<file path="src/rtl/mu_sweep_ctrl.sv">
// Wishbone-controlled delay-code sweep sequencer for one delay-line/comparator channel.
// Steps the code, fires strobe bursts per point, counts comparator hits into a result FIFO.
module mu_sweep_ctrl #(
  parameter int unsigned SETTLE_CYCLES   = 16,
  parameter int unsigned STB_HIGH_CYCLES = 4,
  parameter int unsigned CMP_LATENCY     = 2,
  parameter int unsigned FIFO_DEPTH      = 16
) (
  input  logic        wb_clk_i,
  input  logic        wb_rst_i,
  input  logic [31:0] wb_adr_i,
  input  logic [31:0] wb_dat_i,
  output logic [31:0] wb_dat_o,
  input  logic        wb_we_i,
  input  logic [3:0]  wb_sel_i,
  input  logic        wb_cyc_i,
  input  logic        wb_stb_i,
  output logic        wb_ack_o,
  output logic        wb_err_o,
  output logic        wb_stall_o,
  output logic [9:0]  delay_code_o,
  output logic        stb_o,
  input  logic        cmp_i,
  output logic        busy_o
);

  localparam int unsigned Period = 2 * STB_HIGH_CYCLES;
  localparam int unsigned AW     = $clog2(FIFO_DEPTH);
  localparam int unsigned CW     = AW + 1;
  localparam int unsigned SW     = $clog2(SETTLE_CYCLES) + 1;
  localparam int unsigned PW     = $clog2(Period) + 1;

  localparam logic [2:0] AdrCtrl   = 3'd0;
  localparam logic [2:0] AdrStatus = 3'd1;
  localparam logic [2:0] AdrRange  = 3'd2;
  localparam logic [2:0] AdrCfg    = 3'd3;
  localparam logic [2:0] AdrResult = 3'd4;

  localparam logic [31:0] RangeMask = 32'h03FF_03FF;
  localparam logic [31:0] CfgMask   = 32'hFFFF_03FF;

  typedef enum logic [2:0] {StIdle, StSettle, StShot, StPush, StNext} state_e;

  state_e          state_q;
  logic [2:0]      adr_q;
  logic            we_q;
  logic [3:0]      sel_q;
  logic [31:0]     dat_q;
  logic            pop_pend_q;
  logic [31:0]     range_q;
  logic [31:0]     cfg_q;
  logic            done_q;
  logic            range_err_q;
  logic [9:0]      code_q;
  logic [9:0]      run_stop_q;
  logic [9:0]      run_step_q;
  logic [15:0]     run_shots_q;
  logic [15:0]     hits_q;
  logic [15:0]     shot_q;
  logic [SW-1:0]   settle_cnt_q;
  logic [PW-1:0]   phase_q;
  logic [AW-1:0]   wr_ptr_q;
  logic [AW-1:0]   rd_ptr_q;
  logic [CW-1:0]   count_q;
  logic [25:0]     mem [FIFO_DEPTH];

  logic            req;
  logic            wr_now;
  logic            start_now;
  logic            abort_now;
  logic            pop_now;
  logic            push_now;
  logic            fifo_full;
  logic            fifo_empty;
  logic [25:0]     head;
  logic [7:0]      count8;
  logic [31:0]     status_w;
  logic [31:0]     rdata;
  logic [10:0]     next_code;
  logic [PW-1:0]   phase_inc;
  logic            unused_adr;

  assign wb_err_o   = 1'b0;
  assign wb_stall_o = 1'b0;
  assign busy_o     = (state_q != StIdle);
  assign unused_adr = ^{wb_adr_i[31:5], wb_adr_i[1:0]};

  // Writes commit at the end of the ack cycle, using the request captured when ack was raised.
  assign req       = wb_cyc_i & wb_stb_i & ~wb_ack_o;
  assign wr_now    = wb_ack_o & we_q;
  assign start_now = wr_now && (adr_q == AdrCtrl) && sel_q[0] && dat_q[0] && (state_q == StIdle);
  assign abort_now = wr_now && (adr_q == AdrCtrl) && sel_q[0] && dat_q[1] && (state_q != StIdle);
  assign pop_now   = wb_ack_o & pop_pend_q;

  assign fifo_full  = (count_q == CW'(FIFO_DEPTH));
  assign fifo_empty = (count_q == '0);
  assign push_now   = !wb_rst_i && (state_q == StPush) && !abort_now && (!fifo_full || pop_now);
  assign head       = mem[rd_ptr_q];
  assign count8     = 8'(count_q);
  assign status_w   = {16'h0, count8, 3'b000, range_err_q, fifo_full, fifo_empty, done_q, busy_o};
  assign next_code  = {1'b0, code_q} + {1'b0, run_step_q};
  assign phase_inc  = phase_q + PW'(1);

  function automatic logic [31:0] merge(input logic [31:0] old_v, input logic [31:0] new_v,
                                        input logic [3:0] sel);
    logic [31:0] r;
    r = old_v;
    for (int i = 0; i < 4; i++) begin
      if (sel[i]) r[8*i +: 8] = new_v[8*i +: 8];
    end
    return r;
  endfunction

  always_comb begin
    rdata = '0;
    case (wb_adr_i[4:2])
      AdrStatus: rdata = status_w;
      AdrRange:  rdata = range_q;
      AdrCfg:    rdata = cfg_q;
      AdrResult: rdata = fifo_empty ? 32'h0 : {head[25:10], 6'b0, head[9:0]};
      default:   rdata = '0;
    endcase
  end

  always_ff @(posedge wb_clk_i) begin
    if (push_now) mem[wr_ptr_q] <= {hits_q, code_q};
  end

  always_ff @(posedge wb_clk_i) begin
    if (wb_rst_i) begin
      state_q      <= StIdle;
      wb_ack_o     <= 1'b0;
      wb_dat_o     <= '0;
      adr_q        <= '0;
      we_q         <= 1'b0;
      sel_q        <= '0;
      dat_q        <= '0;
      pop_pend_q   <= 1'b0;
      range_q      <= '0;
      cfg_q        <= '0;
      done_q       <= 1'b0;
      range_err_q  <= 1'b0;
      code_q       <= '0;
      run_stop_q   <= '0;
      run_step_q   <= '0;
      run_shots_q  <= '0;
      hits_q       <= '0;
      shot_q       <= '0;
      settle_cnt_q <= '0;
      phase_q      <= '0;
      wr_ptr_q     <= '0;
      rd_ptr_q     <= '0;
      count_q      <= '0;
      delay_code_o <= '0;
      stb_o        <= 1'b0;
    end else begin
      wb_ack_o <= req;
      if (req) begin
        adr_q      <= wb_adr_i[4:2];
        we_q       <= wb_we_i;
        sel_q      <= wb_sel_i;
        dat_q      <= wb_dat_i;
        pop_pend_q <= !wb_we_i && (wb_adr_i[4:2] == AdrResult) && !fifo_empty;
        wb_dat_o   <= wb_we_i ? 32'h0 : rdata;
      end else begin
        wb_dat_o <= '0;
      end

      if (wr_now && adr_q == AdrRange) range_q <= merge(range_q, dat_q, sel_q) & RangeMask;
      if (wr_now && adr_q == AdrCfg)   cfg_q   <= merge(cfg_q, dat_q, sel_q) & CfgMask;

      if (push_now) wr_ptr_q <= wr_ptr_q + AW'(1);
      if (pop_now)  rd_ptr_q <= rd_ptr_q + AW'(1);
      case ({push_now, pop_now})
        2'b10:   count_q <= count_q + CW'(1);
        2'b01:   count_q <= count_q - CW'(1);
        default: count_q <= count_q;
      endcase

      if (abort_now) begin
        state_q <= StIdle;
        stb_o   <= 1'b0;
      end else begin
        unique case (state_q)
          StIdle: begin
            if (start_now) begin
              done_q      <= 1'b0;
              range_err_q <= 1'b0;
              if (range_q[9:0] > range_q[25:16]) begin
                range_err_q <= 1'b1;
                done_q      <= 1'b1;
              end else begin
                run_stop_q   <= range_q[25:16];
                run_step_q   <= (cfg_q[9:0] == '0) ? 10'd1 : cfg_q[9:0];
                run_shots_q  <= cfg_q[31:16];
                code_q       <= range_q[9:0];
                delay_code_o <= range_q[9:0];
                settle_cnt_q <= '0;
                state_q      <= StSettle;
              end
            end
          end
          StSettle: begin
            if (settle_cnt_q == SW'(SETTLE_CYCLES - 1)) begin
              hits_q  <= '0;
              shot_q  <= '0;
              phase_q <= '0;
              if (run_shots_q == '0) begin
                state_q <= StPush;
              end else begin
                state_q <= StShot;
                stb_o   <= 1'b1;
              end
            end else begin
              settle_cnt_q <= settle_cnt_q + SW'(1);
            end
          end
          StShot: begin
            if (phase_q == PW'(CMP_LATENCY) && cmp_i && hits_q != 16'hFFFF) begin
              hits_q <= hits_q + 16'd1;
            end
            if (phase_q == PW'(Period - 1)) begin
              phase_q <= '0;
              shot_q  <= shot_q + 16'd1;
              if ({1'b0, shot_q} + 17'd1 == {1'b0, run_shots_q}) begin
                state_q <= StPush;
                stb_o   <= 1'b0;
              end else begin
                stb_o <= 1'b1;
              end
            end else begin
              phase_q <= phase_inc;
              stb_o   <= (phase_inc < PW'(STB_HIGH_CYCLES));
            end
          end
          StPush: begin
            if (push_now) state_q <= StNext;
          end
          StNext: begin
            if (next_code > {1'b0, run_stop_q}) begin
              done_q  <= 1'b1;
              state_q <= StIdle;
            end else begin
              code_q       <= next_code[9:0];
              delay_code_o <= next_code[9:0];
              settle_cnt_q <= '0;
              state_q      <= StSettle;
            end
          end
          default: state_q <= StIdle;
        endcase
      end
    end
  end

endmodule

</file>
<file path="config.mk">
export PLATFORM = sky130hd
export DESIGN_NAME = mu_sweep_ctrl
export DESIGN_NICKNAME = d
export VERILOG_FILES = /design/src/rtl/mu_sweep_ctrl.sv
export SDC_FILE = /design/constraint.sdc
export NUM_CORES = 1
export LEC_CHECK = 0
export ABC_AREA = 1
export ABC_CLOCK_PERIOD_IN_PS = 9000
export CORE_MARGIN = 4
export CORE_UTILIZATION = 40
export DETAILED_ROUTE_END_ITERATION = 10
export DONT_BUFFER_PORTS = 1
export GPL_TIMING_DRIVEN = 0
export PLACE_DENSITY = 0.63
export SETUP_SLACK_MARGIN = 0.5
export SKIP_CTS_REPAIR_TIMING = 1
export SLEW_MARGIN = 20
export SYNTH_ARGS = -nofsm -noshare
export SYNTH_HDL_FRONTEND = slang
export SYNTH_SLANG_ARGS = --single-unit
</file>
<file path="constraint.sdc">
create_clock -name wb_clk_i -period 9 [get_ports wb_clk_i]
set_clock_uncertainty 0.15 [all_clocks]
set_input_delay 0.9 -clock wb_clk_i [delete_from_list [all_inputs] [get_ports wb_clk_i]]
set_output_delay 0.9 -clock wb_clk_i [all_outputs]
set_load 0.005 [all_outputs]
</file>
# == After elaboration in Yosys (flattened, before gate mapping) ==
# Memory sizes are Yosys's and may differ from the RTL's. A register that Yosys moved wholly into a read port is not among the register bits.
# Index checks and enable logic that the tools add are counted.
# word_totals
input_bits,74
memories,1
out_inout_bits,47
ff_bits,226
ram_bits,416
# classes
addsub,10
n_reduce_logical,51
bitwise,8
mux,43
eq_ne,29
magnitude_cmp,3
# memory_table
memory,depth,width,rd,rd_clocked_by_memory_dff,wr,line,rtl
mem,16,26,1,1,1,65,logic [25:0] mem [FIFO_DEPTH];
# ops
operator,count
32-bit one-hot mux with 4 select lines,1
16-bit one-hot mux with 2 select lines,2
16-bit 2-to-1 mux,3
10-bit 2-to-1 mux,4
"16-bit by 1-bit adder with 16-bit output, second input constant",2
32-bit 2-to-1 mux,1
"2-bit inequality test, second input constant",11
5-bit 2-to-1 mux,4
10-bit one-hot mux with 2 select lines,1
"3-bit by 2-bit == test with 1-bit output, second input constant",6
3-bit 2-to-1 mux,6
"16-bit by 1-bit adder with 17-bit output, second input constant",1
17-bit by 16-bit == test with 1-bit output,1
16-bit zero test,1
4-bit 2-to-1 mux,4
"16-bit inequality test, second input constant",1
2-bit AND reduction,8
4-bit AND reduction,4
1-bit logical AND,15
3-bit one-hot mux with 5 select lines,1
5-bit one-hot mux with 3 select lines,1
"4-bit by 1-bit adder with 4-bit output, second input constant",3
6-bit AND reduction,2
10-bit by 10-bit adder with 11-bit output,1
other kinds (30),60

# == Longest topological paths before layout ==
# depth
word_depth,10
mapped_depth,21
ltp_nobuf,21

# == Worst setup path after synthesis ==
# OpenSTA, ideal clock, no wires.
# synth_timing
kind,flip-flop to flip-flop
from,register code_q[2]
to,register code_q[7]
required_time_ns,8.734
path_stages_with_launch,21
slack_ns,5.887
t_arrival_ns,2.847
setup_time_ns,0.116
cell_sequence,dfxtp_1 ha_1 a21oi_1 o21ai_0 a21oi_1 xnor2_1 ha_1 nand2_1 a21oi_1 nor2_1 nand3_1 nand2_1 nand2_1 nand2_1 nand2_1 nand2_1 nand2_1 nand2_2 nand2_1 o21ai_0 nor2_1
# synth_between
elab_chain_len,4
word_cells_on_any_way,6
cone_classes,add/sub: 1; order compare: 1; eq/ne: 1; mux: 2; reduce/logical: 1
# synth_lines
element,line,rtl
from (decl),54,logic [9:0] code_q;
from (signal assigned),196,code_q <= range_q[9:0];
from (signal assigned),244,code_q <= next_code[9:0];
10-bit by 10-bit adder with 11-bit output *,101,"assign next_code = {1'b0, code_q} + {1'b0, run_step_q};"
11-bit by 10-bit > comparator with 1-bit output,240,"if (next_code > {1'b0, run_stop_q}) begin"
2-bit inequality test (no source line),-,
5-bit AND reduction (no source line),-,
# Every way passes the cells marked *; elsewhere a longest branch is shown, timed or not. The select of a mux whose other input is x is not followed.
# A chain may end at the register's enable or synchronous reset.

# == Worst setup path in the final report ==
# Ends and elaborated chain as after synthesis.

==> impl_metrics.py <==
metrics = {
    "routing": {
        "drc": 0,
        "wl_mm": 81.47,
        "wl_per_cell_um": 22.73,
        "vias": 20410,
        "firstDrtPassIters": 6,
        "drt_iter0_drc": 2214,
        "vias_per_cell": 5.692,
        "antenna_left": 0,
    },
    "clock_network": {
        "numCtsBuffers": 67,
        "cts_root_buffer": "clkbuf_16",
        "path_clk_slew_ns": 0.06,
        "clock_sinks": 637,
        "tritoncts": "done",
        "cts_max_level": 3,
        "clock_latency_ns": 0.61,
        "cts_buffer_depth": 3,
    },
    "hold_path": {
        "min_path_cells": 2,
        "min_from": "wb_dat_i[17]",
        "hp-class": "primary input to register",
        "hold_end": "dat_q[17]",
    },
    "critical_path": {
        "setup.worst_path.class": "register to register",
        "r2r-end": "code_q[7]",
        "r2r_setup_slack_ns": 4.85,
        "critPathMaxFanout": 19,
        "cp.required_ns": 9.34,
        "reg2reg_from": "code_q[2]",
        "reg2reg_depth": 20,
        "setup.worst_path.start": "code_q[2]",
        "critPathCaptureType": "register",
        "crit_path_start_kind": "register",
        "critPathArrivalTime_ns": 4.49,
    },
    "global_route": {
        "grt-ovfl-total": 0,
        "grt_pass1_wl_mm": 121.7,
        "grt_pass1_vias": 20010,
        "grt_max_degree": 23,
        "grt_antenna_before_repair": 3,
        "grtUsageTotal_pct": 22.52,
    },
    "floorplanning": {
        "dieArea_um2": 70580,
        "ios": 121,
        "coreArea_um2": 65750,
        "die_w_um": 265.7,
        "rows": 94,
        "start_util_pct": 40.40,
        "die_h_um": 265.7,
    },
    "timing": {
        "slew-limit-headroom_pct": 26.51,
        "setup_viol_count_final": 0,
        "tns_ns": 0,
        "fin_crit_ns": 4.146,
        "whs_ns": 0.2796,
        "hold_viol_final": 0,
        "clock.fmax_mhz": 241.2,
        "slew_violations": 0,
        "post-route-period-util_pct": 46.07,
        "grt_setup_unrepaired": "no",
        "worst_pin_slew_ns": 1.101,
    },
    "yosys": {
        "syn_avg_cell_area_um2": 10.30,
        "yosysWarnings": 0,
        "yosys.area.top_type": "edfxtp_1",
        "synth.top_cells.by_count": "418 x nand2_1, 416 x edfxtp_1, 311 x nor2_1",
        "synthArstFlopShare_pct": 0,
        "synth_edf_count": 416,
        "synthDistinctLibCells": 53,
        "ys_seq_area_share_pct": 63.70,
        "ys_ff_latch": 637,
        "netlist_top_cells_area": "edfxtp_1 47%, dfxtp_1 17%, nand2_1 5.9%",
        "syn_inst": 2578,
        "synth_area_um2": 26560,
        "synth_ff_type": "edfxtp_1",
        "synth.most_common_cell": "nand2_1",
        "synth_top_area_share_pct": 47.04,
    },
    "layout": {
        "fin_nets": 2788,
        "fin_area_um2": 30340,
        "synthToLayoutAreaGrowth_pct": 14.24,
        "drive_above_1_share_pct": 6.990,
    },
    "placed_design": {
        "dpl-instance-area_um2": 28180,
        "port_buffers": 0,
        "dp_hpwl_mm": 57.32,
        "gp_congestion": 0.9509,
    },
    "power_and_ir_drop": {
        "total_leakage_power_nw": 10.66,
        "power_density_nw_per_um2": 194.1,
        "power_mw": 5.890,
        "irDropWorstVdd_uv": 196.0,
    },
    "flow_run": {
        "cap_violations": 0,
    },
    "status": {
        "status": "finished, final reports clean",
    },
}
[kinds of logic after synthesis]
| logic type | count (synthesis) | synth area share, % |
|---|---|---|
| AND/OR/NAND/NOR | 931 | 14.73 |
| XOR/XNOR | 25 | 0.9281 |
| flip-flops | 637 | 63.70 |
| adder cells (fa/ha/maj) | 46 | 2.224 |
| AO/OA/AOI/OAI | 638 | 13.92 |
| buffers and inverters | 300 | 4.495 |
| other | 1 | 0.01412 |
[layout make-up]
cell class              count  area (um2)
diodes                      3       7.507
plain buffers             137       581.8
clock buffers              93        1889
clock inverters            26       260.3
fillers                  5935       35410
inverters                 163       611.8
multi-input cells        1645        8583
flip-flops and latches    637       16920
well taps                 864        1081
repair buffers             17       407.9
[per-stage QoR]
stage                     util (%)  std cells  setup WS (ns)
after floorplan                  -       2582          5.887
after detailed placement     42.87       3463          4.884
after global placement       42.06       3446          4.296
final                        46.15       3585          4.854
after global routing         46.13       3582          4.482
after CTS                    46.13       3582          4.870
[state kept, by name, summed over array words and instances (netlist names), 10 cells and up, named ones only]
| signal | cells |
|---|---|
| cfg_q | 26 |
| code_q | 10 |
| dat_q | 26 |
| hits_q | 16 |
| mem | 416 |
| range_q | 20 |
| run_shots_q | 16 |
| run_step_q | 10 |
| run_stop_q | 10 |
| shot_q | 16 |
| wb_dat_o | 29 |
[worst max-delay path by stage]
stage,endpoint,slack (ns),depth (start not counted)
2_1_floorplan,code_q[7],5.89,20
3_3_place_gp,mem[1][11],4.30,5
3_5_place_dp,code_q[7],4.88,20
4_1_cts,code_q[7],4.87,20
5_1_grt,code_q[7],4.48,20
6_report,code_q[7],4.85,20
[layout by cell type, fill, tap and decap left out, drive strengths merged, types with 3 or more instances in the layout]
master	n
a21oi	228
clkbuf	181
xnor2	7
clkinv	23
ha	44
xor2	16
buf	66
nand3b	8
a211oi	7
a221oi	22
a22oi	14
nand2	426
nor2	318
a221o	6
nor3	26
bufinv	4
o21ai	220
o21bai	3
dfxtp	221
edfxtp	416
a31oi	13
conb	5
nor4	3
diode	3
o32ai	40
o31ai	6
a211o	10
o211ai	3
nand4	20
inv	161
nand3	129
o22ai	57
[per-layer routing]
layer | vias up | part of all wire, % | global-route usage, %
met5 | - | 0.014 | 0
met2 | 1006 | 47 | 37.05
met4 | 2 | 3.8 | 8.550
li1 | 9323 | - | -
met1 | 9864 | 39 | 28.88
met3 | 210 | 9.5 | 5.633
[critical path, stage by stage (launching register included)]
cell and delay (ns):
dfxtp_1 0.88, ha_1 0.43, a21oi_1 0.22, o21ai_0 0.13, a21oi_1 0.29, xnor2_1 0.27, ha_1 0.31, nand2_1 0.09
a21oi_1 0.04, nor2_1 0.09, nand3_1 0.08, nand2_1 0.06, nand2_1 0.05, nand2_1 0.05, nand2_1 0.04, nand2_1 0.07
nand2_1 0.06, nand2_2 0.18, nand2_1 0.24, o21ai_0 0.23, nor2_1 0.06
[report_power, final]
part	switching [mW]	total [mW]	leakage, nW	internal [mW]
Clock	1.13	2.72	1.04	1.59
Combinational	0.0505	0.0677	3.70	0.0173
Sequential	0.0108	3.10	5.92	3.09
(Power assumes the default switching activity.)
